<file path="src/rtl/spi_sec_pkg.sv">
// spi_sec_pkg
//   Shared definitions for the SPI secondary:
//   - state_e  : FSM state encoding (ST_IDLE, ST_ACTIVE)
//   - *_IDLE_LVL : levels the input synchronizers reset to, matching an
//                  idle mode-0 bus (cs deasserted high, sclk low, mosi low)
package spi_sec_pkg;

  typedef enum logic {
    ST_IDLE   = 1'b0,
    ST_ACTIVE = 1'b1
  } state_e;

  localparam logic CS_IDLE_LVL   = 1'b1;
  localparam logic SCLK_IDLE_LVL = 1'b0;
  localparam logic MOSI_IDLE_LVL = 1'b0;

endpackage

</file>
<file path="src/rtl/spi_sync_edge.sv">
// spi_sync_edge
//   Multi-flop synchronizer for one asynchronous input, followed by a history
//   flop used for edge detection. rise/fall are single-cycle strobes.
//   Ports:
//     clk, rst   system clock, synchronous active-high reset
//     din        asynchronous input
//     level      synchronized level (last synchronizer stage)
//     rise/fall  1-cycle strobes when level changes 0->1 / 1->0
module spi_sync_edge
  import spi_sec_pkg::*;
#(
  parameter int   STAGES   = 2,
  parameter logic IDLE_LVL = 1'b0
) (
  input  logic clk,
  input  logic rst,
  input  logic din,
  output logic level,
  output logic rise,
  output logic fall
);

  logic [STAGES-1:0] sync_q, sync_d;
  logic              hist_q, hist_d;

  always_comb begin
    sync_d = {sync_q[STAGES-2:0], din};
    hist_d = sync_q[STAGES-1];
  end

  always_ff @(posedge clk) begin
    if (rst) begin
      sync_q <= {STAGES{IDLE_LVL}};
      hist_q <= IDLE_LVL;
    end else begin
      sync_q <= sync_d;
      hist_q <= hist_d;
    end
  end

  assign level = sync_q[STAGES-1];
  assign rise  = level & ~hist_q;
  assign fall  = ~level & hist_q;

endmodule

</file>
<file path="src/rtl/spi_secondary.sv">
// spi_secondary
//   SPI responder, mode 0 (CPOL=0, CPHA=0), MSB first, active-low cs.
//   sclk/cs/mosi are oversampled in the clk domain; words may follow each
//   other back-to-back inside one cs assertion.
//   Ports:
//     clk, rst            system clock, synchronous active-high reset
//     sclk, cs, mosi      SPI bus inputs (asynchronous to clk)
//     miso                serial data out, 0 while not selected
//     tx_data, tx_wr      tx_wr strobe loads tx_data into the transmit buffer
//     rx_data, rx_valid   last complete word; rx_valid held until rx_rd
//     rx_rd               strobe acknowledging rx_data
//     done                1-cycle pulse per completed word
//     busy                high while a transfer is active
//     ovr                 sticky overrun flag (only when SPI_SEC_OVR_EN is defined)
//   Handshake: tx_wr and rx_rd are single-cycle strobes sampled on posedge clk;
//   rx_valid is a level that rises with done and falls on rx_rd, except that a
//   word completing in the same cycle as rx_rd keeps rx_valid high.
//   Build option: define SPI_SEC_OVR_EN to add the ovr port and its logic.
module spi_secondary
  import spi_sec_pkg::*;
#(
  parameter int DWIDTH      = 8,
  parameter int SYNC_STAGES = 2
) (
  input  logic              clk,
  input  logic              rst,
  input  logic              sclk,
  input  logic              cs,
  input  logic              mosi,
  output logic              miso,
  input  logic [DWIDTH-1:0] tx_data,
  input  logic              tx_wr,
  output logic [DWIDTH-1:0] rx_data,
  output logic              rx_valid,
  input  logic              rx_rd,
  output logic              done,
`ifdef SPI_SEC_OVR_EN
  output logic              busy,
  output logic              ovr
`else
  output logic              busy
`endif
);

  localparam int            CW       = $clog2(DWIDTH);
  localparam logic [CW-1:0] LAST_BIT = CW'(DWIDTH - 1);

  // Synchronized bus signals
  logic sclk_lvl_unused, sclk_rise, sclk_fall;
  logic cs_s, cs_rise, cs_fall;
  logic mosi_s;

  spi_sync_edge #(
    .STAGES   (SYNC_STAGES),
    .IDLE_LVL (SCLK_IDLE_LVL)
  ) u_sclk_sync (
    .clk   (clk),
    .rst   (rst),
    .din   (sclk),
    .level (sclk_lvl_unused),
    .rise  (sclk_rise),
    .fall  (sclk_fall)
  );

  spi_sync_edge #(
    .STAGES   (SYNC_STAGES),
    .IDLE_LVL (CS_IDLE_LVL)
  ) u_cs_sync (
    .clk   (clk),
    .rst   (rst),
    .din   (cs),
    .level (cs_s),
    .rise  (cs_rise),
    .fall  (cs_fall)
  );

  // mosi goes through the same number of stages as sclk so the sampled bit
  // lines up with the synchronized rising edge.
  logic [SYNC_STAGES-1:0] mosi_sync_q, mosi_sync_d;
  assign mosi_s = mosi_sync_q[SYNC_STAGES-1];

  // State
  state_e            state_q, state_d;
  logic              armed_q, armed_d;
  // warm_q fills with ones after reset; until its top bit is set the cs
  // synchronizer still shows its reset value rather than the pin, so that
  // value must not arm the FSM.
  logic [SYNC_STAGES:0] warm_q, warm_d;
  logic [DWIDTH-1:0] tx_buf_q, tx_buf_d;
  // miso_q carries the bit on the wire; txsh_q holds the bits still to follow.
  logic [DWIDTH-2:0] txsh_q, txsh_d;
  // rxsh_q holds the bits received so far in the current word.
  logic [DWIDTH-2:0] rxsh_q, rxsh_d;
  logic [DWIDTH-1:0] rx_data_q, rx_data_d;
  logic              rx_valid_q, rx_valid_d;
  logic              done_q, done_d;
  logic              miso_q, miso_d;
  logic [CW-1:0]     bit_cnt_q, bit_cnt_d;
  logic              last_q, last_d;

  logic [DWIDTH-1:0] tx_word;
  logic [DWIDTH-1:0] rx_word;
  logic              word_done;

  always_comb begin
    mosi_sync_d = {mosi_sync_q[SYNC_STAGES-2:0], mosi};
    warm_d      = {warm_q[SYNC_STAGES-1:0], 1'b1};
    state_d     = state_q;
    armed_d     = armed_q;
    tx_buf_d    = tx_buf_q;
    txsh_d      = txsh_q;
    rxsh_d      = rxsh_q;
    rx_data_d   = rx_data_q;
    rx_valid_d  = rx_valid_q;
    done_d      = 1'b0;
    miso_d      = miso_q;
    bit_cnt_d   = bit_cnt_q;
    last_d      = last_q;
    word_done   = 1'b0;

    // A write in the same cycle as a word load is used directly.
    tx_word = tx_wr ? tx_data : tx_buf_q;
    rx_word = {rxsh_q, mosi_s};

    if (tx_wr) tx_buf_d = tx_data;
    if (rx_rd) rx_valid_d = 1'b0;

    case (state_q)
      ST_IDLE: begin
        miso_d    = 1'b0;
        bit_cnt_d = '0;
        last_d    = 1'b0;
        if (cs_s && warm_q[SYNC_STAGES]) armed_d = 1'b1;
        if (cs_fall && armed_q) begin
          state_d = ST_ACTIVE;
          armed_d = 1'b0;
          miso_d  = tx_word[DWIDTH-1];
          txsh_d  = tx_word[DWIDTH-2:0];
        end
      end

      ST_ACTIVE: begin
        if (sclk_rise) begin
          rxsh_d    = rx_word[DWIDTH-2:0];
          bit_cnt_d = bit_cnt_q + CW'(1);
          if (bit_cnt_q == LAST_BIT) begin
            rx_data_d  = rx_word;
            rx_valid_d = 1'b1;
            done_d     = 1'b1;
            bit_cnt_d  = '0;
            last_d     = 1'b1;
            word_done  = 1'b1;
          end
        end else if (sclk_fall) begin
          if (last_q) begin
            miso_d = tx_word[DWIDTH-1];
            txsh_d = tx_word[DWIDTH-2:0];
            last_d = 1'b0;
          end else begin
            miso_d = txsh_q[DWIDTH-2];
            txsh_d = txsh_q << 1;
          end
        end
        // Deselect aborts any partial word; a word finishing on this same
        // cycle has already been committed above.
        if (cs_rise) begin
          state_d   = ST_IDLE;
          bit_cnt_d = '0;
          last_d    = 1'b0;
          miso_d    = 1'b0;
        end
      end

      default: state_d = ST_IDLE;
    endcase
  end

`ifdef SPI_SEC_OVR_EN
  logic ovr_q, ovr_d;

  always_comb begin
    ovr_d = ovr_q;
    if (rx_rd) ovr_d = 1'b0;
    if (word_done && rx_valid_q && !rx_rd) ovr_d = 1'b1;
  end

  always_ff @(posedge clk) begin
    if (rst) ovr_q <= 1'b0;
    else     ovr_q <= ovr_d;
  end

  assign ovr = ovr_q;
`endif

  always_ff @(posedge clk) begin
    if (rst) begin
      mosi_sync_q <= {SYNC_STAGES{MOSI_IDLE_LVL}};
      warm_q      <= '0;
      state_q     <= ST_IDLE;
      armed_q     <= 1'b0;
      tx_buf_q    <= '0;
      txsh_q      <= '0;
      rxsh_q      <= '0;
      rx_data_q   <= '0;
      rx_valid_q  <= 1'b0;
      done_q      <= 1'b0;
      miso_q      <= 1'b0;
      bit_cnt_q   <= '0;
      last_q      <= 1'b0;
    end else begin
      mosi_sync_q <= mosi_sync_d;
      warm_q      <= warm_d;
      state_q     <= state_d;
      armed_q     <= armed_d;
      tx_buf_q    <= tx_buf_d;
      txsh_q      <= txsh_d;
      rxsh_q      <= rxsh_d;
      rx_data_q   <= rx_data_d;
      rx_valid_q  <= rx_valid_d;
      done_q      <= done_d;
      miso_q      <= miso_d;
      bit_cnt_q   <= bit_cnt_d;
      last_q      <= last_d;
    end
  end

  assign miso     = miso_q;
  assign rx_data  = rx_data_q;
  assign rx_valid = rx_valid_q;
  assign done     = done_q;
  assign busy     = (state_q == ST_ACTIVE);

endmodule

</file>
<file path="config.mk">
export PLATFORM = sky130hd
export DESIGN_NAME = spi_secondary
export DESIGN_NICKNAME = d
export VERILOG_FILES = /design/src/rtl/spi_sec_pkg.sv /design/src/rtl/spi_sync_edge.sv /design/src/rtl/spi_secondary.sv
export SDC_FILE = /design/constraint.sdc
export NUM_CORES = 1
export LEC_CHECK = 0
export BUFFER_PORTS_ARGS = -buffer_cell sky130_fd_sc_hd__buf_2
export CORE_MARGIN = 3
export CORE_UTILIZATION = 55
export DETAILED_ROUTE_END_ITERATION = 16
export PLACE_DENSITY = 0.76
export SYNTH_ARGS = -nofsm -noshare
export SYNTH_HDL_FRONTEND = slang
export SYNTH_SLANG_ARGS = --single-unit
</file>
<file path="constraint.sdc">
create_clock -name clk -period 1.59 [get_ports clk]
set_clock_uncertainty 0.1 [all_clocks]
set_input_delay 0 -clock clk [delete_from_list [all_inputs] [get_ports clk]]
set_output_delay 0 -clock clk [all_outputs]
set_load 0.01 [all_outputs]
</file>
# --- Word-level counts from Yosys, hierarchy flattened ---
# Cells that the tools add are included.
op_classes:
  n_mux: 32
  n_eq_ne: 9
  add_sub_neg: 1
  n_bitwise: 10
  n_reduce_logical: 10
ops:
  columns: ["operator", "count"]
  rows:
  - ["$mux W7", 4]
  - ["$mux W1", 19]
  - ["$pmux W7 S2", 1]
  - ["$mux W3", 3]
  - ["$ne A3 B3 Y1 const B", 3]
  - ["$mux W8", 1]
  - ["$reduce_and A2 Y1", 4]
  - ["$ne A2 B2 Y1 const B", 3]
  - ["$not A1 Y1", 6]
  - ["$pmux W1 S2", 3]
  - ["$pmux W3 S2", 1]
  - ["$reduce_and A3 Y1", 2]
  - ["$and A1 B1 Y1", 4]
  - ["$ne A4 B3 Y1 const B", 1]
  - ["$ne A4 B4 Y1 const B", 1]
  - ["$add A3 B1 Y3 const B", 1]
  - ["$eq A3 B3 Y1 const B", 1]
  - ["$reduce_or A3 Y1", 1]
  - ["$logic_and A1 B1 Y1", 2]
  - ["$reduce_bool A2 Y1", 1]
word_totals:
  input_bits: 15
  output_inout_bits: 12
  reg_bits: 50
  wordCells: 80

# --- Longest topological paths before layout ---
# Gate-level depths: netlist of run 1.
logic_depth:
  word_depth: 6
  ltp_mapped: 6
  mapped_depth_nobuf: 5

# --- By module ---
# A second synthesis of run 1 with hierarchy kept.
unflattened:
  hier_cells: 196
  hier_area_um2: 1876.8
modules_own_cells:
  columns: ["mod", "area_per_inst_um2", "seq_area_each_um2", "cells_per_inst", "instances"]
  rows:
  - ["spi_secondary", 1692.9, 880.8, 180, 1]
  - ["spi_sync_edge at u_cs_sync", 92.6, 60.1, 8, 1]
  - ["spi_sync_edge at u_sclk_sync", 91.3, 60.1, 8, 1]

# --- Worst setup path after synthesis of run 1 ---
# OpenSTA, ideal clock, no wires.
synth_path:
  path_type: "reg2reg"
  from: "reg bit_cnt_q[0]"
  to: "reg rx_data_q[0], in the netlist rx_data[0]"
  setup_time_ps: 133
  required_ps: 1357
  path_stages_with_launch: 7
  setup_slack_ps: 206
  synth_period_minus_slack_ps: 1384
  n_path_buf: 1
  arrival_time_ps: 1150
  path_cell_list: "dfxtp_1 ha_1 ha_1 and4b_1 buf_2 nand2_1 a21oi_1"
synth_between:
  elab_chain_cells: 2
synth_lines:
  columns: ["item", "line", "source"]
  rows:
  - ["from (decl)", "spi_secondary.sv:98", "logic [CW-1:0] bit_cnt_q, bit_cnt_d;"]
  - ["from (signal assigned)", "spi_secondary.sv:222", "bit_cnt_q <= bit_cnt_d;"]
  - ["$eq A3 B3 Y1", "spi_secondary.sv:146", "if (bit_cnt_q == LAST_BIT) begin"]
  - ["$reduce_and A3 Y1 (no line)", null, null]
  - ["to (signal assigned)", "spi_secondary.sv:218", "rx_data_q <= rx_data_d;"]
  - ["to (decl)", "spi_secondary.sv:94", "logic [DWIDTH-1:0] rx_data_q, rx_data_d;"]
# No other way between the ends.
# A chain may end at the register's enable or synchronous reset.

# --- Final worst setup path of run 1 ---
layout_path:
  from: "reg state_q, in the netlist busy"
  to: "reg bit_cnt_q[0]"
layout_between:
  elab_chain_cells: 2
  word_cells_on_any_way: 3
  cone_classes: "eq/ne (1); mux (1); bitwise (1)"
layout_lines:
  columns: ["item", "line", "source"]
  rows:
  - ["from (decl)", "spi_secondary.sv:83", "state_e state_q, state_d;"]
  - ["from (signal assigned)", "spi_secondary.sv:213", "state_q <= state_d;"]
  - ["$not A1 Y1", null, null]
  - ["$pmux W3 S2", "spi_secondary.sv:128", "case (state_q)"]
# Parallel ways exist; a longest one is shown, timed or not.

==> results of run 1 <==
## stage by stage
step	hold slack (ps)	util (%)
2_1_floorplan	3.81	-
3_3_place_gp	84.9	64.6
3_5_place_dp	92.0	64.6
4_1_cts	1.56	73.1
5_1_grt	29.4	73.6
6_report	0.877	73.6
## synth_stat cells
library cell  instances  share of area (%)
and2_1                3               0.97
buf_2                 4                1.0
mux2_2                2                1.2
dfxtp_1              50                 52
and3_1                1               0.32
o21a_1                1               0.39
and3b_1               1               0.45
a21o_1                1               0.39
and4b_1               2                1.0
o21ai_0               2               0.52
nor2b_1               9                2.9
nand4bb_1             1               0.58
ha_1                  2                1.3
or2_2                 3               0.97
a211oi_1              1               0.39
mux2i_1               7                3.6
nand3_1               3               0.78
nand2_1              38                7.4
o22ai_1               6                1.9
buf_4                 1               0.39
o211ai_1              1               0.39
a2bb2oi_1             1               0.45
buf_6                 2                1.2
nor2b_4               1               0.71
a21oi_1              21                5.5
nand3b_1              3                1.2
nor3_1                1               0.26
mux2_4                5                3.9
nand4b_2              1               0.78
nand4_1               4                1.3
nor2_1                7                1.4
clkbuf_1              4               0.78
nand2b_1              5                1.6
inv_1                 7                1.4
a311oi_2              1               0.78
## per-layer routing
layer,GRT usage (%),vias up
met3,4.10,8
met1,23.1,700
met5,0,-
li1,-,774
met4,7.77,0
met2,34.6,29
## registers in the layout, summed over array words and instances, names as in the netlist
name,cells
warm_q,3
tx_buf_q,8
u_sclk_sync.hist_q,1
u_cs_sync.hist_q,1
rxsh_q,7
u_sclk_sync.sync_q,2
bit_cnt_q,3
rx_valid,1
rx_data,8
last_q,1
mosi_sync_q,2
done,1
txsh_q,7
u_cs_sync.sync_q,2
busy,1
miso,1
armed_q,1
## worst min-delay path, delay by kind of cell
family | cells | cell delay (ps)
buf+inv | 1 | 180
mux | 1 | 170
simple gates | 1 | 90
## area by class of cell
class / count / area share, %
Multi-Input combinational cell: 134 / 36.0
Timing Repair Buffer: 48 / 14.6
Inverter: 7 / 1.12
Sequential cell: 50 / 42.5
Clock buffer: 6 / 2.18
Clock inverter: 1 / 1.27
Tap cell: 44 / 2.34
## logic make-up after synthesis
family / after synthesis
flip-flops: 50
AO/OA/AOI/OAI: 35
AND/OR/NAND/NOR: 83
adder cells (fa/ha/maj): 2
multiplexers: 14
buffers and inverters: 18
## power breakdown
group,leakage (nW),switching (W),internal (W)
Clock,0.0443,0.000363,0.000366
Combinational,0.525,0.0000636,0.0000908
Sequential,0.407,0.0000126,0.00128
Total,0.977,0.000439,0.00174
## repair_timing
item                                    4_1_cts  5_1_grt
hold buffers                                 19        0
resized for setup                             0        4
endpoints found under the setup margin        0        8
hold endpoints to repair                     25        0
## worst min path at each step
stage	start	to	slack [ps]	depth (start not counted)
finish	tx_wr	tx_buf_q[0]	0.9	3
global route	tx_wr	tx_buf_q[0]	30	3
CTS	tx_wr	tx_buf_q[0]	2	3
detailed placement	cs	u_cs_sync.sync_q[0]	90	2
global placement	cs	u_cs_sync.sync_q[0]	80	2
floorplan	cs	u_cs_sync.sync_q[0]	4	1
==> flow_metrics.py, run 1 <==
metrics = {
    "run_status": {
        "status": "completed",
    },
    "timing": {
        "tns_ps": 0,
        "setup_viol": 0,
        "final_max_slew_viol_count": 0,
        "max_slew_margin_pct": 74.8,
        "period_minus_slack_ps": 1480,
        "rsz0062_at_grt": "no",
        "final_hold_viol_count": 0,
        "fin_ws_ps": 107,
        "period_share_pct": 93.3,
        "worst_pin_slew_ps": 378,
        "timing.fmax_mhz": 674,
    },
    "cts": {
        "clk_pin_slew_ps": 130,
        "clock_path_buffers": 2,
        "cts_tree": "yes",
        "cts_setup_buffers": 0,
        "htreeDepth": 2,
        "clkLatencyLatePin_ps": 360,
        "clock-sinks": 50,
        "cts_root_buf": "clkbuf_4",
        "cts_buffers": 5,
    },
    "detailed_routing": {
        "drtIter0Drc": 72,
        "routed_via_density": 5.21,
        "wl_mm": 3.78,
        "wl_per_cell_um": 13.0,
        "wl_met1_mm": 1.67,
        "antenna_left": 0,
        "dr_wl_met3_um": 156,
        "wl_met2_mm": 1.88,
        "drc": 0,
        "first_pass_iters": 4,
        "via_count": 1511,
        "top_layer_used": "met4",
    },
    "grt": {
        "grt_overflow": 0,
        "grt_first_pass_wirelength_mm": 6.49,
        "first_global_vias": 1489,
        "grt.total_usage_pct": 19.6,
        "grt_max_degree": 23,
        "antenna_found_initial": 0,
    },
    "worst_setup_path": {
        "crit_end": "bit_cnt_q[0]",
        "reg2reg_slack_ps": 110,
        "crit_start": "busy",
        "crit_arrival_ps": 1680,
        "required_ps": 1780,
        "cp_max_fo": 10,
        "crit_slowest_cell": "dfxtp_1",
        "path_delay_family": "simple AND/OR/NAND/NOR gates",
        "startpoint_type": "register",
        "cp.depth": 4,
        "critPathKind": "register to register",
        "rr_worst_depth": 4,
        "crit_chain": "buf_4 > and3b_1 > nand3_1 > a21oi_1",
        "slowest_delay_ps": 410,
        "cp.buffers_inverters": 1,
        "timing.rr.end": "bit_cnt_q[0]",
        "crit-reg2reg-launch": "busy",
        "critPathCaptureType": "register",
    },
    "floorplan": {
        "die_h_um": 65.2,
        "chipWidth_um": 65.2,
        "rows": 20,
        "core_area_sq_um": 3200,
        "start_util_pct": 60.2,
        "ioPinCount": 27,
        "dieArea_sq_um": 4250,
    },
    "synthesis": {
        "post_synth.cell_area_avg_sq_um": 9.55,
        "ys_seq_elements": 50,
        "synthXorXnorAreaFrac_pct": 0,
        "syn_inst": 202,
        "synth_mux_area_share_pct": 8.70,
        "ys.warnings.count": 0,
        "synth_cell_types": 35,
        "ys_seq_area_share_pct": 51.9,
        "synth_area_sq_um": 1930,
        "synth_compound_area_share_pct": 10.7,
        "synth_top_family_by_area": "simple AND/OR/NAND/NOR gates",
        "synthAdderAreaFrac_pct": 1.30,
        "synth-simple-area-share_pct": 22.6,
        "synth_nets": 219,
    },
    "cells_and_area": {
        "mostFrequentLayoutCells": "dfxtp_1, nand2_1, buf_2",
        "regArea_sq_um": 1000,
        "final_cells": 290,
        "final_area_sq_um": 2360,
        "antenna_cells": 0,
        "drive_above_1_share_pct": 21.1,
        "multi_input_area_sq_um": 848,
        "areaGrowthSynthToFinish_pct": 22.2,
        "final_common_cell": "dfxtp_1",
        "nets": 263,
        "fillers": 277,
    },
    "placement": {
        "hpwl_mm": 2.45,
        "gp_congestion": 0.777,
        "pre_cts_ws_ps": 58.1,
        "dpl_cell_area_sq_um": 2070,
        "dpl.cell_count": 264,
        "numPortBuffers": 26,
    },
    "power": {
        "p_leak_nw": 0.977,
        "cellPowerDensity_nw_per_um2": 923,
        "ir_drop_mv": 0.615,
        "p_total_w": 0.00218,
    },
    "run": {
        "cap_violations": 0,
    },
    "hold_path": {
        "min_path_type": "input pin to register",
    },
}
(Power assumes the default switching activity.)
==> run 2, diff against run 1 <==
Settings changed: BUFFER_PORTS_ARGS -buffer_cell sky130_fd_sc_hd__buf_2 to default, CORE_UTILIZATION 55 to 60, DONT_BUFFER_PORTS from default to 1, PLACE_DENSITY 0.76 to 0.75, SKIP_CTS_REPAIR_TIMING from default to 1.
==> run 2 against run 1 <==
  * The run now ends with negative hold slack left
  * First-iteration DRC count increased by 120%
  * Clock-buffer cell count unchanged
  * Worst hold slack got worse by 2.5 ps
  * Sequential share of layout area increased by 2.6 points
  * Total power decreased by 8.3%
  * Register-to-register slack got worse by 70 ps
  * Final cell count decreased by 8.6%
  * Critical path type unchanged
  * Highest routed layer unchanged
==> flow_metrics.py, run 2 (same netlist as run 1, synthesis figures left out) <==
metrics = {
    "cells_and_area": {
        "antenna_cells": 0,
        "final_common_cell": "dfxtp_1",
        "final_area_sq_um": 2220,
        "mostFrequentLayoutCells": "dfxtp_1, nand2_1, a21oi_1, dlygate4sd3_1, nor2b_1",
        "areaGrowthSynthToFinish_pct": 15.1,
        "drive_above_1_share_pct": 11.2,
        "final_cells": 265,
        "nets": 239,
        "fillers": 216,
    },
    "power": {
        "ir_drop_mv": 0.787,
        "p_total_w": 0.00200,
        "cellPowerDensity_nw_per_um2": 899,
        "p_leak_nw": 0.839,
    },
    "floorplan": {
        "dieArea_sq_um": 3930,
        "start_util_pct": 66.5,
        "rows": 19,
        "die_h_um": 62.7,
        "core_area_sq_um": 2900,
        "ioPinCount": 27,
        "chipWidth_um": 62.7,
    },
    "detailed_routing": {
        "drc": 0,
        "wl_mm": 3.66,
        "drtIter0Drc": 161,
        "first_pass_iters": 4,
        "antenna_left": 0,
        "wl_per_cell_um": 13.8,
        "via_count": 1449,
        "routed_via_density": 5.47,
    },
    "worst_setup_path": {
        "crit-reg2reg-launch": "tx_buf_q[6]",
        "critPathKind": "register to register",
        "cp_max_fo": 2,
        "crit_start": "tx_buf_q[6]",
        "cp.buffers_inverters": 1,
        "path_delay_family": "buffers and inverters",
        "critPathCaptureType": "register",
        "crit_arrival_ps": 1720,
        "crit_slowest_cell": "dlygate4sd3_1",
        "startpoint_type": "register",
        "required_ps": 1760,
        "crit_chain": "mux2_2 > dlygate4sd3_1 > mux2i_1 > o22ai_1",
        "slowest_delay_ps": 570,
    },
    "placement": {
        "dpl.cell_count": 235,
        "hpwl_mm": 2.24,
        "gp_congestion": 0.732,
        "numPortBuffers": 0,
        "dpl_cell_area_sq_um": 1930,
    },
    "run_status": {
        "status": "finished with violations",
        "violations": "negative hold slack",
    },
    "run": {
        "cap_violations": 0,
    },
    "cts": {
        "cts_buffers": 5,
        "clk_pin_slew_ps": 140,
        "clkLatencyLatePin_ps": 370,
        "htreeDepth": 2,
        "cts_root_buf": "clkbuf_4",
        "cts_tree": "yes",
        "clock_path_buffers": 2,
        "clock-sinks": 50,
    },
    "grt": {
        "first_global_vias": 1322,
        "grt_first_pass_wirelength_mm": 5.70,
        "grt_overflow": 0,
        "grt_max_degree": 42,
        "antenna_found_initial": 0,
        "grt.total_usage_pct": 18.3,
    },
    "timing": {
        "worst_pin_slew_ps": 371,
        "setup_viol": 0,
        "final_hold_viol_count": 1,
        "final_max_slew_viol_count": 0,
        "timing.fmax_mhz": 644,
        "period_share_pct": 97.6,
        "tns_ps": 0,
        "max_slew_margin_pct": 75.2,
        "period_minus_slack_ps": 1550,
        "whs_ps": -1.61,
    },
    "hold_path": {
        "min_path_type": "input pin to register",
        "worstHoldStart": "tx_wr",
    },
}
-- run 2: cell types whose count changed in the layout (fill, tap and decap cells not counted), sizes merged --
cell	delta
dlygate4sd3	+2
clkinv	+2
bufinv	-1
buf	-26
-- run 2: power by group --
group          switching [W]  leakage (nW)  internal, W
clock               0.000384        0.0322     0.000174
sequential         0.0000117         0.407      0.00128
combinational      0.0000572         0.399    0.0000883
-- run 2: worst paths after layout --
| check | depth (start not counted) | to | slack (ps) |
|---|---|---|---|
| setup reg to reg | 4 | txsh_q[6] | 40 |
| hold reg to reg | 1 | u_cs_sync.sync_q[1] | 330 |
| hold / removal | 3 | txsh_q[2] | -2 |
| setup / recovery | 4 | txsh_q[6] | 40 |
-- run 2: area by class of cell --
| cell class | instances | area [sq um] | area share [%] |
|---|---|---|---|
| repair buffers | 24 | 245 | 11.1 |
| flip-flops and latches | 50 | 1000 | 45.2 |
| clock inverters | 2 | 13.8 | 0.620 |
| multi-input cells | 134 | 837 | 37.7 |
| well taps | 42 | 52.6 | 2.37 |
| clock buffers | 6 | 41.3 | 1.86 |
| inverters | 7 | 26.3 | 1.18 |
-- run 2: per-layer routing --
layer | track usage, % | part of all wire [%] | up-vias
met2 | 31.0 | 49 | 38
met4 | 8.82 | 1.8 | 0
li1 | - | - | 722
met5 | 0 | 0 | -
met3 | 5.22 | 5.2 | 7
met1 | 21.1 | 44 | 682
-- run 2: through the flow --
stage	utilization, %	worst slack [ps]
floorplan	-	206
global placement	66.6	166
detailed placement	66.6	52.2
CTS	68.5	26.1
global route	76.5	-2.61
finish	76.5	37.5
-- run 2: worst register-to-register path, stage by stage (launching register included) --
cell and delay (ps):
dfxtp_1 320, mux2_2 250, dlygate4sd3_1 570, mux2i_1 130, o22ai_1 90
==> run 3, diff against run 2 <==
Settings changed: SETUP_SLACK_MARGIN from default to 0.2.
==> run 3 against run 2 <==
  * The run still ends with negative hold slack left
  * Via count rose by 3.2%
  * Design area increased by 6.0%
  * Clock power up 0.9%
  * Critical path depth up 1
  * Fmax is 15% higher
  * Sequential power hardly changed
  * Worst setup slack better by 200 ps
  * Non-clock buffer count rose by 4
  * First-iteration DRC count down 17%
  * Sequential cell count unchanged
  * Clock-buffer cell count stayed put
  * Global-route usage stayed put
  * Largest cell class unchanged
  * Largest power group unchanged
  * Highest routed layer unchanged
==> flow_metrics.py, run 3 (same netlist as run 1, synthesis figures left out) <==
metrics = {
    "run_status": {
        "status": "finished with violations",
        "violations": "negative hold slack",
    },
    "power": {
        "p_total_w": 0.00200,
        "cellPowerDensity_nw_per_um2": 850,
        "ir_drop_mv": 0.807,
        "p_leak_nw": 0.905,
    },
    "detailed_routing": {
        "routed_via_density": 5.56,
        "via_count": 1496,
        "wl_mm": 3.82,
        "wl_per_cell_um": 14.2,
        "drc": 0,
        "drtIter0Drc": 134,
        "antenna_left": 0,
        "first_pass_iters": 4,
    },
    "cts": {
        "cts_buffers": 5,
        "clkLatencyLatePin_ps": 370,
        "htreeDepth": 2,
        "clk_pin_slew_ps": 140,
        "cts_root_buf": "clkbuf_4",
        "cts_tree": "yes",
        "clock-sinks": 50,
        "clock_path_buffers": 2,
    },
    "floorplan": {
        "ioPinCount": 27,
        "core_area_sq_um": 2900,
        "dieArea_sq_um": 3930,
        "rows": 19,
        "die_h_um": 62.7,
        "start_util_pct": 66.5,
        "chipWidth_um": 62.7,
    },
    "worst_setup_path": {
        "cp.buffers_inverters": 0,
        "crit_slowest_cell": "dfxtp_2",
        "path_delay_family": "simple AND/OR/NAND/NOR gates",
        "slowest_delay_ps": 380,
        "crit_chain": "ha_4 > ha_4 > and4b_4 > nand2_1 > a21oi_2",
        "crit_arrival_ps": 1560,
        "required_ps": 1800,
        "critPathCaptureType": "register",
        "startpoint_type": "register",
        "crit_top_cell": "ha_4",
        "cp_max_fo": 8,
        "critPathKind": "register to register",
    },
    "timing": {
        "setup_viol": 0,
        "tns_ps": 0,
        "worst_pin_slew_ps": 305,
        "rsz0062_at_grt": "yes",
        "period_minus_slack_ps": 1350,
        "timing.fmax_mhz": 740,
        "period_share_pct": 85.0,
        "whs_ps": -282,
        "final_hold_viol_count": 9,
        "final_max_slew_viol_count": 0,
        "max_slew_margin_pct": 79.6,
    },
    "cells_and_area": {
        "drive_above_1_share_pct": 18.9,
        "antenna_cells": 0,
        "nets": 243,
        "multi_input_area_sq_um": 923,
        "regArea_sq_um": 1010,
        "areaGrowthSynthToFinish_pct": 21.9,
        "fillers": 191,
        "final_cells": 269,
        "final_common_cell": "dfxtp_1",
        "mostFrequentLayoutCells": "dfxtp_1, nand2_1, dlygate4sd3_1",
    },
    "placement": {
        "numPortBuffers": 0,
        "dpl.cell_count": 235,
        "gp_congestion": 0.732,
        "hpwl_mm": 2.24,
    },
    "grt": {
        "met2_usage_pct": 31.0,
        "grt.total_usage_pct": 18.3,
        "first_global_vias": 1322,
        "antenna_found_initial": 0,
        "gr-usage-met1_pct": 21.1,
        "use_met3_pct": 5.22,
        "grt-busiest-layer": "met2",
        "grt_overflow": 0,
        "grt_first_pass_wirelength_mm": 5.70,
        "grt_max_degree": 42,
    },
    "hold_path": {
        "min_path_type": "input pin to register",
    },
    "run": {
        "cap_violations": 0,
    },
}
[run 3: cell count changes in the layout (fill, tap and decap cells not counted), sizes merged]
cell	before	now
buf	3	7
[run 3: final timing paths]
path	startpoint	endpoint	slack, ps	cells after the start
max	bit_cnt_q[0]	rx_data[0]	240	5
min	tx_wr	tx_buf_q[2]	-280	2
max reg2reg	bit_cnt_q[0]	rx_data[0]	240	5
min reg2reg	mosi_sync_q[1]	rxsh_q[0]	360	2
[run 3: where the power goes]
group          total (W)  switching (W)  internal [W]  leakage (nW)
Clock           0.000563       0.000389      0.000174        0.0322
Sequential       0.00129      0.0000135       0.00128         0.409
Combinational   0.000143      0.0000549     0.0000879         0.464
[run 3: worst reg2reg max path, delay by kind of cell (launching register included)]
kind | cells | cell delay [ps]
flip-flops | 1 | 380
AND/OR/NAND/NOR | 2 | 410
adder cells (fa/ha/maj) | 2 | 290
AO/OA/AOI/OAI | 1 | 120
[run 3: per-stage QoR]
stage	hold slack [ps]	instance area (sq um)	util [%]	setup slack, ps
CTS	-430	1990	68.5	26.1
floorplan	3.81	1930	-	206
detailed placement	-24.4	1930	66.6	52.2
finish	-282	2350	81.1	238
global route	-246	2350	81.1	160
global placement	-25.0	1930	66.6	166
[run 3: cell type report]
cell class	instances	share of cell area, %
repair buffers	28	12.2
flip-flops and latches	50	42.8
clock inverters	2	0.585
well taps	42	2.24
inverters	7	1.12
multi-input cells	134	39.3
clock buffers	6	1.76
[run 3: metal layers]
layer / vias up / routed length, um
li1: 731 / -
met5: - / 0
met3: 7 / 240
met4: 0 / 57
met1: 713 / 1610
met2: 45 / 1920
